`config.mk`:
```
export PLATFORM = sky130hd
export DESIGN_NAME = pipe_hazard_ctrl
export DESIGN_NICKNAME = d
export VERILOG_FILES = /design/src/rtl/diaosi_types_pkg.sv /design/src/rtl/pipe_hazard_ctrl_hazard_detect.sv /design/src/rtl/pipe_hazard_ctrl.sv
export SDC_FILE = /design/constraint.sdc
export NUM_CORES = 1
export LEC_CHECK = 0
export CAP_MARGIN = 5
export CORE_AREA = 3 3 40 42
export CTS_BUF_LIST = sky130_fd_sc_hd__clkbuf_4
export CTS_CLUSTER_SIZE = 28
export DETAILED_ROUTE_END_ITERATION = 8
export DIE_AREA = 0 0 43 45
export PLACE_DENSITY = 0.73
export SKIP_LAST_GASP = 1
export SYNTH_ARGS = -nofsm -noshare
export SYNTH_HDL_FRONTEND = slang
export SYNTH_HIERARCHICAL = 1
export SYNTH_SLANG_ARGS = --single-unit
```
`constraint.sdc`:
```
create_clock -name CLK -period 1.75 [get_ports CLK]
set_clock_uncertainty 0.15 [all_clocks]
set_input_delay 0.2625 -clock CLK [delete_from_list [all_inputs] [get_ports CLK]]
set_output_delay 0.2625 -clock CLK [all_outputs]
set_load 0.03 [all_outputs]
```
`src/rtl/diaosi_types_pkg.sv`:
```
// Shared types for the pipeline hazard controller: FSM states and per-stage en/flush controls.
// Stage helpers used by both the controller and its sub-blocks.
package diaosi_types_pkg;

  typedef enum logic [1:0] {
    RUN    = 2'd0,
    DWAIT  = 2'd1,
    HALTED = 2'd2
  } ctrl_state_t;

  typedef struct packed {
    logic en;
    logic flush;
  } stage_ctl_t;

  typedef struct packed {
    stage_ctl_t pc;
    stage_ctl_t ifid;
    stage_ctl_t idex;
    stage_ctl_t exmem;
    stage_ctl_t memwb;
  } pipe_ctl_t;

  localparam stage_ctl_t STG_HOLD  = '{en: 1'b0, flush: 1'b0};
  localparam stage_ctl_t STG_ADV   = '{en: 1'b1, flush: 1'b0};
  localparam stage_ctl_t STG_FLUSH = '{en: 1'b0, flush: 1'b1};

  // A stage register takes new data only when enabled and not being flushed.
  function automatic logic stage_advances(input stage_ctl_t s);
    return s.en & ~s.flush;
  endfunction

endpackage

```
`src/rtl/pipe_hazard_ctrl_hazard_detect.sv`:
```
// Load-use detector: the load in EX writes a register that the instruction in ID reads.
module hazard_detect #(
  parameter int unsigned REG_AW = 5
) (
  input  logic              d_ren_o2,
  input  logic [REG_AW-1:0] wsel_o2,
  input  logic [REG_AW-1:0] rs_i2,
  input  logic [REG_AW-1:0] rt_i2,
  output logic              load_use_c
);

  logic dst_valid;
  logic src_match;

  // Register 0 is hardwired zero, so a load into it never creates a dependency.
  always_comb begin
    dst_valid  = (wsel_o2 != '0);
    src_match  = (wsel_o2 == rs_i2) | (wsel_o2 == rt_i2);
    load_use_c = d_ren_o2 & dst_valid & src_match;
  end

endmodule

```
`src/rtl/pipe_hazard_ctrl.sv`:
```
// Five-stage pipeline sequencer: per-stage en/flush from dmem wait, imem miss, load-use, redirect, halt.
// Optional stall counters are built when STALL_CNT_EN is defined.
module pipe_hazard_ctrl
  import diaosi_types_pkg::*;
#(
  parameter int unsigned REG_AW = 5
`ifdef STALL_CNT_EN
  ,
  parameter int unsigned CNT_W  = 32
`endif
) (
  input  logic              CLK,
  input  logic              RST,
  input  logic              ihit,
  input  logic              dhit,
  input  logic              d_ren_o3,
  input  logic              d_wen_o3,
  input  logic              redirect_o3,
  input  logic              halt_o3,
  input  logic              d_ren_o2,
  input  logic [REG_AW-1:0] wsel_o2,
  input  logic [REG_AW-1:0] rs_i2,
  input  logic [REG_AW-1:0] rt_i2,
  output logic              pc_en,
  output logic              ifid_en,
  output logic              ifid_flush,
  output logic              idex_en,
  output logic              idex_flush,
  output logic              exmem_en,
  output logic              exmem_flush,
  output logic              memwb_en,
  output logic              memwb_flush,
  output logic              halt,
  output logic [1:0]        state_o
`ifdef STALL_CNT_EN
  ,
  output logic [CNT_W-1:0]  stall_cyc,
  output logic [CNT_W-1:0]  dwait_cyc
`endif
);

  ctrl_state_t state_q, state_d;
  logic        halt_q, halt_d;
  pipe_ctl_t   ctl;
  logic        dmem_req;
  logic        dmem_stall;
  logic        load_use;

  hazard_detect #(.REG_AW(REG_AW)) u_hazard_detect (
    .d_ren_o2   (d_ren_o2),
    .wsel_o2    (wsel_o2),
    .rs_i2      (rs_i2),
    .rt_i2      (rt_i2),
    .load_use_c (load_use)
  );

  assign dmem_req = d_ren_o3 | d_wen_o3;

  // Priority encoder: dmem wait over everything, then redirect > load-use > imem miss.
  always_comb begin
    ctl        = '{pc: STG_HOLD, ifid: STG_HOLD, idex: STG_HOLD,
                   exmem: STG_HOLD, memwb: STG_HOLD};
    state_d    = state_q;
    halt_d     = halt_q;
    dmem_stall = 1'b0;

    if (state_q != HALTED) begin
      if (dmem_req && !dhit) begin
        ctl.memwb  = STG_FLUSH;
        dmem_stall = 1'b1;
        state_d    = DWAIT;
      end else if ((state_q == DWAIT) && !dmem_req) begin
        // ex_mem was emptied under us: settle back to RUN without advancing anything.
        state_d = RUN;
      end else begin
        ctl     = '{pc: STG_ADV, ifid: STG_ADV, idex: STG_ADV,
                    exmem: STG_ADV, memwb: STG_ADV};
        state_d = RUN;
        if (redirect_o3) begin
          ctl.ifid  = STG_FLUSH;
          ctl.idex  = STG_FLUSH;
          ctl.exmem = STG_FLUSH;
        end else if (load_use) begin
          ctl.pc   = STG_HOLD;
          ctl.ifid = STG_HOLD;
          ctl.idex = STG_FLUSH;
        end else if (!ihit) begin
          ctl.pc   = STG_HOLD;
          ctl.ifid = STG_FLUSH;
        end
      end

      // The halting instruction must actually retire into mem_wb before we stop.
      if (halt_o3 && stage_advances(ctl.memwb)) begin
        state_d = HALTED;
        halt_d  = 1'b1;
      end
    end
  end

  always_ff @(posedge CLK or posedge RST) begin
    if (RST) begin
      state_q <= RUN;
      halt_q  <= 1'b0;
    end else begin
      state_q <= state_d;
      halt_q  <= halt_d;
    end
  end

  assign pc_en       = ctl.pc.en;
  assign ifid_en     = ctl.ifid.en;
  assign ifid_flush  = ctl.ifid.flush;
  assign idex_en     = ctl.idex.en;
  assign idex_flush  = ctl.idex.flush;
  assign exmem_en    = ctl.exmem.en;
  assign exmem_flush = ctl.exmem.flush;
  assign memwb_en    = ctl.memwb.en;
  assign memwb_flush = ctl.memwb.flush;
  assign halt        = halt_q;
  assign state_o     = 2'(state_q);

`ifdef STALL_CNT_EN
  logic [CNT_W-1:0] stall_cyc_q, stall_cyc_d;
  logic [CNT_W-1:0] dwait_cyc_q, dwait_cyc_d;

  // Saturating counters; frozen once halted.
  always_comb begin
    stall_cyc_d = stall_cyc_q;
    dwait_cyc_d = dwait_cyc_q;
    if (!ctl.pc.en && (state_q != HALTED) && (stall_cyc_q != '1)) begin
      stall_cyc_d = stall_cyc_q + CNT_W'(1);
    end
    if (dmem_stall && (dwait_cyc_q != '1)) begin
      dwait_cyc_d = dwait_cyc_q + CNT_W'(1);
    end
  end

  always_ff @(posedge CLK or posedge RST) begin
    if (RST) begin
      stall_cyc_q <= '0;
      dwait_cyc_q <= '0;
    end else begin
      stall_cyc_q <= stall_cyc_d;
      dwait_cyc_q <= dwait_cyc_d;
    end
  end

  assign stall_cyc = stall_cyc_q;
  assign dwait_cyc = dwait_cyc_q;
`endif

endmodule

```
[Yosys cells after proc, flatten, opt, wreduce, memory -nomap -nowiden]
Index checks and enable logic that the tools add are counted.
Word-level totals
  register bits after elaboration: 3
  latch bits: 0
  bits in writable memories: 0
  memory bits (read-only): 0
  bits of input ports: 24
  memories: 0
Operators by class
  add/sub/neg operators: 0
  $mul: 0
  divide/modulo/power cells: 0
  order comparisons: 0
  equal/unequal tests: 4
  shift-type cells: 0
  mux-type cells: 13
  bitwise logic cells: 6
  reduce and logical (&&, ||, !) cells: 7
Operators with widths (count)
  $mux W10: 2
  $mux W2: 6
  $mux W4: 3
  $eq A5 B5 Y1: 2
  $mux W8: 1
  $reduce_bool A5 Y1: 1
  $and A1 B1 Y1: 3
  $logic_and A1 B1 Y1: 3
  $eq A2 B1 Y1 const B: 1
  $logic_not A1 Y1: 2
  $ne A2 B2 Y1 const B: 1
  $or A1 B1 Y1: 2
  $reduce_and A2 Y1: 1
  $mux W1: 1
  $not A1 Y1: 1

[Logic depth before layout (Yosys ltp)]
  depth after elaboration: 12
  depth in mapped cells: 7
  gate-level depth less buffers: 7

[Hierarchy]
The synthesis kept the hierarchy.
Modules (own cells, without submodules)
  pipe_hazard_ctrl: instances 1, cells each 29, area an instance 232.7 um^2, seq. area each 75.1 um^2
  hazard_detect: instances 1, cells each 17, area an instance 125.1 um^2, seq. area each 0.0 um^2

[Worst setup path after synthesis]
OpenSTA, ideal clock, no wires.
  kind: input to output
  start point: input port wsel_o2[0]
  end point: output port idex_en
  arrival time: 1671 ps
  required time: 1337 ps
  path slack: -333 ps
  stages on the path: 4
  buffers on the path: 0
  cell sequence: or4_1 -> o21ai_1 -> a21oi_1 -> nor3_1
Between the ends
  cells in the longest elaborated chain, start to end: 8
Ends and longest elaborated chain
  start: declaration: RTL line pipe_hazard_ctrl.sv:21  | input logic [REG_AW-1:0] wsel_o2,
  $eq A5 B5 Y1 or $reduce_bool A5 Y1 (tied branches): RTL line pipe_hazard_ctrl_hazard_detect.sv:18, pipe_hazard_ctrl_hazard_detect.sv:17
  $or A1 B1 Y1 or $and A1 B1 Y1 (tied branches): RTL line pipe_hazard_ctrl_hazard_detect.sv:18, pipe_hazard_ctrl_hazard_detect.sv:19
  $and A1 B1 Y1 *: RTL line pipe_hazard_ctrl_hazard_detect.sv:19  | load_use_c = d_ren_o2 & dst_valid & src_match;
  net load_use: RTL line pipe_hazard_ctrl.sv:47  | logic load_use;
  $mux W2 *: RTL line pipe_hazard_ctrl.sv:83  | end else if (load_use) begin
  $mux W4 *: RTL line pipe_hazard_ctrl.sv:79  | if (redirect_o3) begin
  $mux W10 *: RTL line pipe_hazard_ctrl.sv:72  | end else if ((state_q == DWAIT) && !dmem_req) begin
  $mux W8 *: RTL line pipe_hazard_ctrl.sv:68  | if (dmem_req && !dhit) begin
  $mux W10 *: RTL line pipe_hazard_ctrl.sv:67  | if (state_q != HALTED) begin
  end: declaration: RTL line pipe_hazard_ctrl.sv:27  | output logic idex_en,
Mark *: on every way through the listed nets, which the timed path passes. The rest lies on a longest branch.

[Final worst setup path]
  start point: register state_q[1], in the netlist state_o[1]
  end point: output port ifid_en
Between the ends
  cells in the longest elaborated chain, start to end: 5
Ends and longest elaborated chain
  start: declaration: RTL line pipe_hazard_ctrl.sv:42  | ctrl_state_t state_q, state_d;
  start signal: assignment: RTL line pipe_hazard_ctrl.sv:106  | state_q <= state_d;
  $eq A2 B1 Y1: RTL line pipe_hazard_ctrl.sv:72
  $logic_and A1 B1 Y1: RTL line pipe_hazard_ctrl.sv:72
  $mux W10: RTL line pipe_hazard_ctrl.sv:72
  $mux W8: RTL line pipe_hazard_ctrl.sv:68
  $mux W10 *: RTL line pipe_hazard_ctrl.sv:67
  end: declaration: RTL line pipe_hazard_ctrl.sv:25  | output logic ifid_en,
Mark *: on every way between the ends. The rest lies on a longest branch, timed or not.

==> out/summary.md <==
For this run, the slowest stage of the critical path takes 0.49 ns. The total track usage is 0.181. The logs give 0.24 ns for the insertion delay to the later sink of the worst-skew pair and 1 for the H-tree depth. Number of DRC violations after detailed routing: 0. After floorplanning, the core was divided into 13 placement rows. The analysis attributes to cell leakage a power of 0.000450 uW. TritonCTS built the clock tree. For the number of global-route vias before repair, the log shows 577. Setup violations remaining at the end of the flow were counted as 10. The clock tree buffer depth was 2; the mean post-synth cell area was 7.78 sq um.

For the initial cell density of the core, the log shows 0.278. The completed layout was analyzed and its total power is 731 uW. The maximum net fanout on the critical path was 3. After the last flow step, the layout net total stands at 127. The clock period minus final worst setup slack came out at 2.11 ns.

The run gives 46 as the post-synthesis cell count. The final period utilization is 1.20. Data on the critical path is required at its endpoint by 1.34 ns. The arrival time reported for the critical path endpoint was 1.70 ns; the via count of the routed design was 545. The number of primary I/O pins came out at 36. The worst setup path is launched from a flip-flop. The logs give 0.210 for the share of synthesized area occupied by flip-flops and latches and 0.805 for the final RePlAce weighted congestion. Port buffering added 35 buffers. For the relative slew slack, the log shows 0.790.

Dividing the detail-routed via count by the number of cells gives 4.66. Setup repair after global routing could not meet its margin everywhere. Entering global routing, the biggest net connects 5 pins. By startpoint and endpoint, the worst setup path is classified as reg -> out. For the total wirelength of the detailed-routed design, the log shows 1690 um.

For the number of distinct library cells after synthesis, the log shows 19. The checks that failed: setup timing. Fraction of final layout cells sized beyond drive strength 1: 0.490. The min-delay analysis places its worst path in the category in -> async. The flow ran to the end, but the final reports show violations. The logs give 0 for the global-route congestion overflow total and 474 MHz for the peak clock frequency supported by timing.

The detailed router finished its first iteration with 7 violations. For the total count of max-transition violations in the final report, the log shows 0. In the layout the commonest cells are 15 x sky130_fd_sc_hd__buf_4, 10 x sky130_fd_sc_hd__clkdlybuf4s50_1, 10 x sky130_fd_sc_hd__buf_6. The die covers 0.00194 sq mm.

The number of antenna violations at the first check in global routing was 0; the total standard cell area after synthesis was 358 sq um. The dominant cell type by count on the critical path was sky130_fd_sc_hd__buf_6. After synthesis the netlist holds a flip-flop and latch count of 3. The antenna cell count is 0.

The run gives 0.00128 sq mm as the standard cell core area. The number of hold-slack violations in the final timing report is 0. The post-synthesis net count was 70. In the final routed layout, each cell accounts on average for 14.5 um. The run gives 0 as the post-route antenna net violation count.

The HPWL after detailed placement is 1080 um, and the total placed cells including tap cells is 108. The die span in y came out at 45 um. Across the run, the number of max-cap violations was 0. Among all stages on the critical path, the largest delay is contributed by sky130_fd_sc_hd__or4b_4. The critical path goes through or4b_4 -> o211ai_4 -> inv_4 -> buf_6 -> and3_4 -> buf_6. The tree built by TritonCTS fans out to 3 sinks. The cell sitting at the root of the clock tree is a sky130_fd_sc_hd__clkbuf_4.

The tools report the sort of element at the end of the critical path as an output port. The count of cells in the finished layout, fillers not included, comes to 117. The first detailed-routing pass ran for 4 iterations. For this design the ratio of total power to cell area is 775 mW/mm^2. Compared with the post-synthesis result, the final layout area differs by 164%.

The floorplan step set the die width to 43 um. TritonCTS created 3 clock buffers. The number of hold buffers added after CTS was 0.

The tools report the post-layout utilization of the core as 0.734. The logs give 0.708 mV for the peak supply drop and 6 for the warning count from the yosys run. The run gives 0.0544 ns as the smallest hold slack. The library cell used most frequently in the layout, excluding fill and tap cells, is sky130_fd_sc_hd__buf_4.

The pin slew with the least headroom to its limit came out at 0.314 ns. The tools report the global-route wire length before repair as 2530 um. The clock transition at the registers of the reported paths works out to 0.05 ns.

The tools report the worst path setup slack after routing as -0.358 ns.
-- path summary, 6_finish.rpt --
| check | cells after the start | to | slack [ns] | startpoint |
|---|---|---|---|---|
| hold reg to reg | 1 | halt | 0.35 | halt |
| setup reg to reg | 6 | halt | 0.03 | state_o[1] |
| setup / recovery | 6 | ifid_en | -0.36 | state_o[1] |
| min in group CLK | 1 | halt | 0.35 | halt |
| hold / removal | 2 | halt | 0.05 | RST |
| max in group asynchronous | 2 | state_o[0] | 1.23 | RST |
-- cell usage after synthesis --
cell / instances / area, sq um
sky130_fd_sc_hd__and3_1: 1 / 6.26
sky130_fd_sc_hd__mux2i_1: 1 / 10.0
sky130_fd_sc_hd__inv_4: 1 / 6.26
sky130_fd_sc_hd__o22ai_1: 1 / 6.26
sky130_fd_sc_hd__or4_1: 1 / 7.51
sky130_fd_sc_hd__o21ai_1: 1 / 5.00
sky130_fd_sc_hd__nor3_1: 3 / 15.0
sky130_fd_sc_hd__a21oi_1: 3 / 15.0
sky130_fd_sc_hd__or4b_4: 1 / 13.8
sky130_fd_sc_hd__a21o_1: 1 / 7.51
sky130_fd_sc_hd__xor2_1: 6 / 52.6
sky130_fd_sc_hd__and2_1: 3 / 18.8
sky130_fd_sc_hd__or2b_1: 1 / 7.51
sky130_fd_sc_hd__xnor2_1: 4 / 35.0
sky130_fd_sc_hd__o211ai_4: 1 / 21.3
sky130_fd_sc_hd__nand3_1: 2 / 10.0
sky130_fd_sc_hd__dfrtp_1: 3 / 75.1
sky130_fd_sc_hd__nor2_1: 9 / 33.8
sky130_fd_sc_hd__inv_1: 3 / 11.3
-- cell families after synthesis --
kind of cell	count (synthesis)	share of synthesized area
buf+inv	4	0.0490
xor+xnor	10	0.245
compound gates	7	0.154
flops	3	0.210
mux	1	0.0280
simple gates	21	0.315
-- state kept, by name, indices dropped and copies added (netlist names) --
name,cells
halt,1
state_o,2
-- area by class of cell --
type	count	area [sq um]
tap	15	18.8
fill	107	342
multi-input combinational	39	325
sequential	3	77.6
inverter	4	17.5
timing repair buffer	52	474
clock buffer	4	30.0
-- worst max-delay path: cells and delay by family, from the launching register on --
family | cells | cell delay (ns)
AOI/OAI and AO/OA | 1 | 0.11
DFF | 1 | 0.40
and+or+nand+nor | 2 | 0.63
buffers and inverters | 3 | 0.31
-- per-layer routing --
| metal | track usage | vias to the layer above | part of all wire |
|---|---|---|---|
| li1 | - | 268 | - |
| met1 | 0.184 | 240 | 0.35 |
| met2 | 0.356 | 33 | 0.54 |
| met3 | 0.0637 | 4 | 0.081 |
| met4 | 0.0361 | 0 | 0.028 |
| met5 | 0 | - | 0 |
-- per-stage QoR --
step,area [sq um],setup TNS (ns),setup slack [ns]
finish,943,-2.58,-0.358
global route,943,-3.06,-0.404
CTS,902,-2.99,-0.400
detailed placement,822,-5.61,-0.767
global placement,822,-5.39,-0.756
floorplan,378,-0.427,-0.0964
-- timing repair --
action                                  in CTS  in global routing
endpoints found under the setup margin      11                 10
pin swaps                                   11                  8
setup buffers                                5                  2
gates resized for setup                     43                 18
gates cloned                                 0                  0
endpoints found under the hold margin        0                  0
-- report_power, final --
group | switching [uW] | internal, uW
logic | 239 | 252
clock network | 46.1 | 102
registers | 9.19 | 83.3
Power figures use the tool's default switching activity.
